==> src/rtl/cache_line_controller_pkg.sv <==
// rtl/cache_line_controller_pkg.sv - shared cache geometry and miss sequencer state type
// Geometry defaults are shared with the cache datapath modules.
package cache_pkg;

  localparam int ADDR_W_DEF     = 16;
  localparam int INDEX_W_DEF    = 3;
  localparam int WORD_OFF_W_DEF = 2;

  localparam int OFFSET_BITS = WORD_OFF_W_DEF + 2;
  localparam int LINE_BYTES  = 1 << OFFSET_BITS;
  localparam int LINE_W      = ADDR_W_DEF - OFFSET_BITS;
  localparam int TAG_WIDTH   = LINE_W - INDEX_W_DEF;

  typedef enum logic [1:0] {
    ST_IDLE      = 2'd0,
    ST_WRITEBACK = 2'd1,
    ST_FILL      = 2'd2,
    ST_DONE      = 2'd3
  } miss_state_e;

  // Byte-offset width of a line holding 2**word_off_w 32-bit words.
  function automatic int offset_bits_of(input int word_off_w);
    return word_off_w + 2;
  endfunction

  function automatic int line_w_of(input int addr_w, input int word_off_w);
    return addr_w - offset_bits_of(word_off_w);
  endfunction

endpackage

==> src/rtl/cache_line_controller_if.sv <==
// rtl/cache_line_controller_if.sv - miss request, line array and external RAM port bundle
// master = miss sequencer, slave = cache lookup / data array / RAM side.
interface cache_line_controller_if #(
  parameter int ADDR_W = cache_pkg::ADDR_W_DEF,
  parameter int OFF_W  = cache_pkg::OFFSET_BITS
) ();

  localparam int LINE_AW = ADDR_W - OFF_W;

  logic               miss_req;
  logic [LINE_AW-1:0] miss_line_addr;
  logic               victim_dirty;
  logic [LINE_AW-1:0] victim_line_addr;
  logic               busy;
  logic               done;

  logic [OFF_W-1:0]   arr_byte;
  logic [7:0]         arr_rdata;
  logic               arr_we;
  logic [7:0]         arr_wdata;

  logic [ADDR_W-1:0]  ram_address;
  logic               ram_rd;
  logic               ram_wr;
  logic [7:0]         ram_wdata;
  logic [7:0]         ram_rdata;
  logic               ram_ack;

  modport master (
    input  miss_req, miss_line_addr, victim_dirty, victim_line_addr,
    output busy, done,
    output arr_byte, arr_we, arr_wdata,
    input  arr_rdata,
    output ram_address, ram_rd, ram_wr, ram_wdata,
    input  ram_rdata, ram_ack
  );

  modport slave (
    output miss_req, miss_line_addr, victim_dirty, victim_line_addr,
    input  busy, done,
    input  arr_byte, arr_we, arr_wdata,
    output arr_rdata,
    input  ram_address, ram_rd, ram_wr, ram_wdata,
    output ram_rdata, ram_ack
  );

endinterface

==> src/rtl/cache_line_controller.sv <==
// rtl/cache_line_controller.sv - write-back / allocate miss sequencer for the direct-mapped cache
// Streams the dirty victim out byte by byte, then fills the requested line byte by byte.
module cache_line_controller
  import cache_pkg::*;
#(
  parameter int ADDRESS_WIDTH     = 16,
  parameter int INDEX_WIDTH       = 3,
  parameter int WORD_OFFSET_WIDTH = 2
) (
  input logic                    clk,
  input logic                    rst,
  cache_line_controller_if.master bus
);

  localparam int OFF_W   = offset_bits_of(WORD_OFFSET_WIDTH);
  localparam int LINE_AW = line_w_of(ADDRESS_WIDTH, WORD_OFFSET_WIDTH);

  generate
    if (ADDRESS_WIDTH <= OFF_W + INDEX_WIDTH) begin : g_bad_geometry
      $fatal(1, "cache_line_controller: ADDRESS_WIDTH leaves no tag bits");
    end
  endgenerate

  miss_state_e        state_q, state_d;
  logic [OFF_W-1:0]   cnt_q, cnt_d;
  logic [LINE_AW-1:0] miss_line_q, miss_line_d;
  logic [LINE_AW-1:0] victim_line_q, victim_line_d;

  logic                busy, done, arr_we, ram_rd, ram_wr;
  logic [OFF_W-1:0]    arr_byte;
  logic [7:0]          arr_wdata, ram_wdata;
  logic [ADDRESS_WIDTH-1:0] ram_address;

  always_ff @(posedge clk or negedge rst) begin
    if (!rst) begin
      state_q       <= ST_IDLE;
      cnt_q         <= '0;
      miss_line_q   <= '0;
      victim_line_q <= '0;
    end else begin
      state_q       <= state_d;
      cnt_q         <= cnt_d;
      miss_line_q   <= miss_line_d;
      victim_line_q <= victim_line_d;
    end
  end

  // Outputs are decoded straight from state so reset clears them without waiting for a clock.
  always_comb begin
    state_d       = state_q;
    cnt_d         = cnt_q;
    miss_line_d   = miss_line_q;
    victim_line_d = victim_line_q;
    busy          = 1'b0;
    done          = 1'b0;
    arr_we        = 1'b0;
    arr_wdata     = '0;
    arr_byte      = '0;
    ram_rd        = 1'b0;
    ram_wr        = 1'b0;
    ram_wdata     = '0;
    ram_address   = '0;

    case (state_q)
      ST_IDLE: begin
        if (bus.miss_req) begin
          miss_line_d   = bus.miss_line_addr;
          victim_line_d = bus.victim_line_addr;
          cnt_d         = '0;
          state_d       = bus.victim_dirty ? ST_WRITEBACK : ST_FILL;
        end
      end

      ST_WRITEBACK: begin
        busy        = 1'b1;
        ram_wr      = 1'b1;
        ram_address = {victim_line_q, cnt_q};
        arr_byte    = cnt_q;
        ram_wdata   = bus.arr_rdata;
        if (bus.ram_ack) begin
          if (&cnt_q) begin
            cnt_d   = '0;
            state_d = ST_FILL;
          end else begin
            cnt_d = cnt_q + 1'b1;
          end
        end
      end

      ST_FILL: begin
        busy        = 1'b1;
        ram_rd      = 1'b1;
        ram_address = {miss_line_q, cnt_q};
        arr_byte    = cnt_q;
        if (bus.ram_ack) begin
          arr_we    = 1'b1;
          arr_wdata = bus.ram_rdata;
          if (&cnt_q) begin
            state_d = ST_DONE;
          end else begin
            cnt_d = cnt_q + 1'b1;
          end
        end
      end

      ST_DONE: begin
        busy    = 1'b1;
        done    = 1'b1;
        state_d = ST_IDLE;
      end

      default: state_d = ST_IDLE;
    endcase
  end

  assign bus.busy        = busy;
  assign bus.done        = done;
  assign bus.arr_we      = arr_we;
  assign bus.arr_wdata   = arr_wdata;
  assign bus.arr_byte    = arr_byte;
  assign bus.ram_rd      = ram_rd;
  assign bus.ram_wr      = ram_wr;
  assign bus.ram_wdata   = ram_wdata;
  assign bus.ram_address = ram_address;

endmodule

==> src/flat_wrapper.sv <==
// flat-port wrapper written by rule: the top's interface ports become plain ports
module cache_line_controller_flat import cache_pkg::*;
#(
  parameter int ADDRESS_WIDTH     = 16,
  parameter int INDEX_WIDTH       = 3,
  parameter int WORD_OFFSET_WIDTH = 2
)
  (clk, rst, bus_miss_req, bus_miss_line_addr, bus_victim_dirty, bus_victim_line_addr, bus_busy, bus_done, bus_arr_byte, bus_arr_we, bus_arr_wdata, bus_arr_rdata, bus_ram_address, bus_ram_rd, bus_ram_wr, bus_ram_wdata, bus_ram_rdata, bus_ram_ack);
  cache_line_controller_if #(.ADDR_W(16), .OFF_W(4)) bus_i ();
  input logic clk;
  input logic rst;
  input wire logic [$bits(bus_i.miss_req)-1:0] bus_miss_req;
  input wire logic [$bits(bus_i.miss_line_addr)-1:0] bus_miss_line_addr;
  input wire logic [$bits(bus_i.victim_dirty)-1:0] bus_victim_dirty;
  input wire logic [$bits(bus_i.victim_line_addr)-1:0] bus_victim_line_addr;
  output wire logic [$bits(bus_i.busy)-1:0] bus_busy;
  output wire logic [$bits(bus_i.done)-1:0] bus_done;
  output wire logic [$bits(bus_i.arr_byte)-1:0] bus_arr_byte;
  output wire logic [$bits(bus_i.arr_we)-1:0] bus_arr_we;
  output wire logic [$bits(bus_i.arr_wdata)-1:0] bus_arr_wdata;
  input wire logic [$bits(bus_i.arr_rdata)-1:0] bus_arr_rdata;
  output wire logic [$bits(bus_i.ram_address)-1:0] bus_ram_address;
  output wire logic [$bits(bus_i.ram_rd)-1:0] bus_ram_rd;
  output wire logic [$bits(bus_i.ram_wr)-1:0] bus_ram_wr;
  output wire logic [$bits(bus_i.ram_wdata)-1:0] bus_ram_wdata;
  input wire logic [$bits(bus_i.ram_rdata)-1:0] bus_ram_rdata;
  input wire logic [$bits(bus_i.ram_ack)-1:0] bus_ram_ack;
  assign bus_i.miss_req = bus_miss_req;
  assign bus_i.miss_line_addr = bus_miss_line_addr;
  assign bus_i.victim_dirty = bus_victim_dirty;
  assign bus_i.victim_line_addr = bus_victim_line_addr;
  assign bus_busy = bus_i.busy;
  assign bus_done = bus_i.done;
  assign bus_arr_byte = bus_i.arr_byte;
  assign bus_arr_we = bus_i.arr_we;
  assign bus_arr_wdata = bus_i.arr_wdata;
  assign bus_i.arr_rdata = bus_arr_rdata;
  assign bus_ram_address = bus_i.ram_address;
  assign bus_ram_rd = bus_i.ram_rd;
  assign bus_ram_wr = bus_i.ram_wr;
  assign bus_ram_wdata = bus_i.ram_wdata;
  assign bus_i.ram_rdata = bus_ram_rdata;
  assign bus_i.ram_ack = bus_ram_ack;
  cache_line_controller #(.ADDRESS_WIDTH(ADDRESS_WIDTH), .INDEX_WIDTH(INDEX_WIDTH), .WORD_OFFSET_WIDTH(WORD_OFFSET_WIDTH)) u_core (.clk(clk), .rst(rst), .bus(bus_i));
endmodule
==> config.mk <==
export PLATFORM = sky130hd
export DESIGN_NAME = cache_line_controller_flat
export DESIGN_NICKNAME = d
export VERILOG_FILES = /design/src/rtl/cache_line_controller_pkg.sv /design/src/rtl/cache_line_controller_if.sv /design/src/rtl/cache_line_controller.sv /design/src/flat_wrapper.sv
export SDC_FILE = /design/constraint.sdc
export NUM_CORES = 1
export LEC_CHECK = 0
export ABC_AREA = 1
export CAP_MARGIN = 20
export CORE_MARGIN = 8
export CORE_UTILIZATION = 50
export CTS_BUF_LIST = sky130_fd_sc_hd__clkbuf_4 sky130_fd_sc_hd__clkbuf_8
export CTS_CLUSTER_DIAMETER = 40
export CTS_CLUSTER_SIZE = 28
export DETAILED_ROUTE_END_ITERATION = 6
export DONT_BUFFER_PORTS = 1
export PLACE_DENSITY_LB_ADDON = 0.25
export SYNTH_ARGS = -nofsm -noshare
export SYNTH_HDL_FRONTEND = slang
export SYNTH_SLANG_ARGS = --single-unit
==> constraint.sdc <==
create_clock -name clk -period 4.16 [get_ports clk]
set_input_delay 0.832 -clock clk [delete_from_list [all_inputs] [get_ports clk]]
set_output_delay 0.832 -clock clk [all_outputs]
set_load 0.03 [all_outputs]
# Word level (Yosys, flattened, before mapping)
# Index checks and enable logic that the tools add are counted.
[totals]
input_bits = 45
regBits = 30
output_inout_bits = 41
[classes]
muxes = 24
n_eq_ne = 9
n_addsub = 1
n_reduce_logical = 8
[ops]
columns = ["operator", "count"]
rows = [
  ["$pmux W16 S2", 1],
  ["$mux W4", 6],
  ["$mux W8", 3],
  ["$mux W2", 6],
  ["$pmux W4 S3", 1],
  ["$reduce_and A5 Y1", 2],
  ["$ne A2 B2 Y1 const B", 4],
  ["$pmux W2 S4", 1],
  ["$mux W1", 6],
  ["$add A4 B1 Y4 const B", 1],
  ["$eq A2 B2 Y1 const B", 2],
  ["$ne A2 B1 Y1 const B", 2],
  ["$reduce_and A4 Y1", 1],
  ["$reduce_bool A3 Y1", 1],
  ["$reduce_or A3 Y1", 1],
  ["$eq A2 B1 Y1 const B", 1],
  ["$logic_not A2 Y1", 1],
  ["$reduce_and A2 Y1", 1],
  ["$reduce_or A2 Y1", 1],
]

# Logic depth before layout (Yosys ltp)
[logic_depth]
word_depth = 4
depth_mapped = 9
mapped_depth_nobuf = 8

# Worst setup path after synthesis
# No wires, ideal clock.
[synth_timing]
path_type = "register to output"
startpoint = "reg u_core.state_q[1]"
endpoint = "out bus_ram_address[10]"
path_buffers = 1
slack_ns = 1.567
required_time_ns = 3.328
path_stages_with_launch = 6
arrival_ns = 1.761
cell_sequence = "dfrtp_1 inv_1 ha_1 clkbuf_1 nand2_1 a21oi_1"
[synth_via]
elab_chain_cells = 2
word_cells_on_any_way = 3
[synth_rtl]
columns = ["element", "line_no", "rtl"]
rows = [
  ["start, declared", "cache_line_controller.sv:24", "miss_state_e state_q, state_d;"],
  ["start signal, assigned", "cache_line_controller.sv:41", "state_q <= state_d;"],
  ["$eq A2 B2 Y1 or $eq A2 B1 Y1 (tied branches)", "cache_line_controller.sv:64", "case (state_q)"],
  ["$pmux W16 S2 (*)", "cache_line_controller.sv:64", ""],
  ["end, declared", "flat_wrapper.sv:22", "output wire logic [$bits(bus_i.ram_address)-1:0] bus_ram_address;"],
]
# Every way passes the cells marked *; elsewhere a longest branch is shown, timed or not.

# Worst setup path in the final report
[layout_timing]
startpoint = "reg u_core.state_q[0]"
endpoint = "out bus_arr_wdata[0]"
[layout_via]
elab_chain_cells = 2
[layout_rtl]
columns = ["element", "line_no", "rtl"]
rows = [
  ["$eq A2 B2 Y1", "cache_line_controller.sv:64", ""],
  ["$mux W8", "cache_line_controller.sv:64", ""],
  ["end, declared", "flat_wrapper.sv:20", "output wire logic [$bits(bus_i.arr_wdata)-1:0] bus_arr_wdata;"],
]
# No other way between the ends.

==> metrics.csv <==
metric,value,unit
power,1560,uW
syn-num-nets,264,
yosys_warnings,0,
r2r.worst_path.cells,8,
reg2reg_from,u_core.state_q[0]$_DFFE_PN0P_,
rsz0062_at_grt,no,
first_pass_iters,4,
cts_sinks,30,
synthCells,213,
clockBufferDepth,2,
setup_viol,0,
die_w,76.3,um
r2r_slack,2160,ps
timing.rr.end,u_core.cnt_q[3]$_DFFE_PN0P_,
yosys_most_used_dff,dfrtp_1,
drt_iter0_markers,37,
cts_tree,done,
avgRoutedWirePerCell,14.8,um
root_buffer,clkbuf_4,
synth_top_area_share,41.3,%
required,3330,ps
routed_wl,3.87,mm
final-hold-violation-count,0,
die_h,76.3,um
grt_pass1_wl,6.40,mm
crit_path_start_kind,flop,
grt_pass1_vias,1356,
criticalPathCategory,flop to primary output,
cp_max_fo,18,
synth_area_leaders,"dfrtp_1 (41%), mux2_4 (17%), nand2_1 (13%), inv_1 (7.8%), ha_1 (4.1%)",
nets,265,
drive_gt1_share,16.8,%
final_util,52.7,%
tns,0,ps
placed_area,1830,um^2
start_util,50.8,%
cap_violations,0,
drv_slew,0,
synth_edf_count,0,
cts_setup_buffers,0,
grt_start_max_net_pins,31,
p_leak,0.00106,uW
area_growth,3.71,%
vias,1301,
drc,0,
status,finished clean,
cp.arrival,2580,ps
core-area,3580,um^2
critPathCaptureType,primary output,
synth_top_cell_by_area,dfrtp_1,
synthTopCellsByCount,"nand2_1 (64), inv_1 (38), dfrtp_1 (30), mux2_4 (20), nor2_1 (17)",
yosysMostFrequentCell,nand2_1,
vias_per_cell,4.97,
antenna_found_initial,0,
synth.avg_cell_area,8.54,um^2
yosysSeqAreaShare,41.3,%
ioPinCount,86,
fmax,293,MHz
hold_buffers,0,
dp_hpwl,2.98,mm
cts_repair_resize_count,0,
p_per_area,829,nW/um^2
synth_cell_types,17,
cts_buffers,5,
whs,188,ps
clk_pin_slew,90,ps
synthArstFlopShare,100,%
ir_worst_vdd,0.000319,V
io_buffers,0,
routabilityCongestion,0.776,
h-tree-depth,2,
clk_latency,330,ps
fin_crit_sh,82.0,%
overflow,0,
tightest_slew,924,ps
final_area,1890,um^2
min_period,3410,ps
grt_util_all_layers,13.5,%
synth_seq_cells,30,
antenna_cells,0,
die-area,5820,um^2
skew,4.99,ps
worstHoldPathType,input pin to asynchronous set/reset pin,
row_count,22,
ant_nets,0,
synth_area,1820,um^2
slew_headroom,38.4,%
==> worst max path at each step <==
stage	from	end	slack (ps)
after floorplan	u_core.state_q[1]$_DFFE_PN0P_	bus_ram_address[10]	1570
after global placement	u_core.state_q[0]$_DFFE_PN0P_	bus_arr_wdata[0]	1130
after detailed placement	u_core.state_q[0]$_DFFE_PN0P_	bus_arr_wdata[0]	1070
after CTS	u_core.state_q[0]$_DFFE_PN0P_	bus_arr_wdata[0]	700
after global routing	u_core.state_q[0]$_DFFE_PN0P_	bus_arr_wdata[0]	550
final	u_core.state_q[0]$_DFFE_PN0P_	bus_arr_wdata[0]	750
==> cell families (layout without fill, tap and decap cells) <==
group	after synthesis	in the layout	share of synthesized area, %
flops	30	30	41.3
compound gates	14	14	3.99
mux	24	24	19.0
fa+ha+maj	6	6	4.13
buf+inv	45	46	10.7
simple gates	94	94	20.9
==> state kept, by name (all words and copies together), names as in the netlist <==
signal	flops
u_core.cnt_q	4
u_core.miss_line_q	12
u_core.state_q	2
u_core.victim_line_q	12
==> report_power, final <==
part / switching (uW) / internal (uW) / total, uW
Sequential: 84.0 / 427 / 511
Combinational: 575 / 309 / 883
Clock: 92.3 / 76.6 / 169
Total: 751 / 813 / 1560
==> worst max-delay path: stages, from the launching register on <==
cell and delay (ps):
dfrtp_1 430, inv_1 130, ha_1 780, nand2_1 370
nor2_1 540
==> routing by layer <==
layer	track usage, %	share of wire (%)	vias up
li1	-	-	652
met3	9.79	13	3
met5	0	0	-
met4	5.19	0.75	0
met1	13.7	38	589
met2	21.1	48	57
==> layout make-up <==
cell class,count,area [um^2]
Fill cell,367,1690
Multi-Input combinational cell,138,873
Sequential cell,30,751
Inverter,38,143
Tap cell,48,60.1
Clock buffer,7,52.6
Timing Repair Buffer,1,7.51
==> through the flow <==
stage,worst slack (ps),instances
after floorplan,1570,213
after global placement,1130,255
after detailed placement,1070,255
after CTS,698,262
after global routing,546,262
final,751,262
==> cells in the final DEF, fill, tap and decap left out, drive strengths merged <==
cell type,count
nand2,67
inv,38
dfrtp,30
mux2,24
nor2,18
a21oi,12
nand3,8
clkbuf,7
ha,6
o21a,1
nand4,1
o21ai,1
buf,1
(Power assumes the default switching activity.)
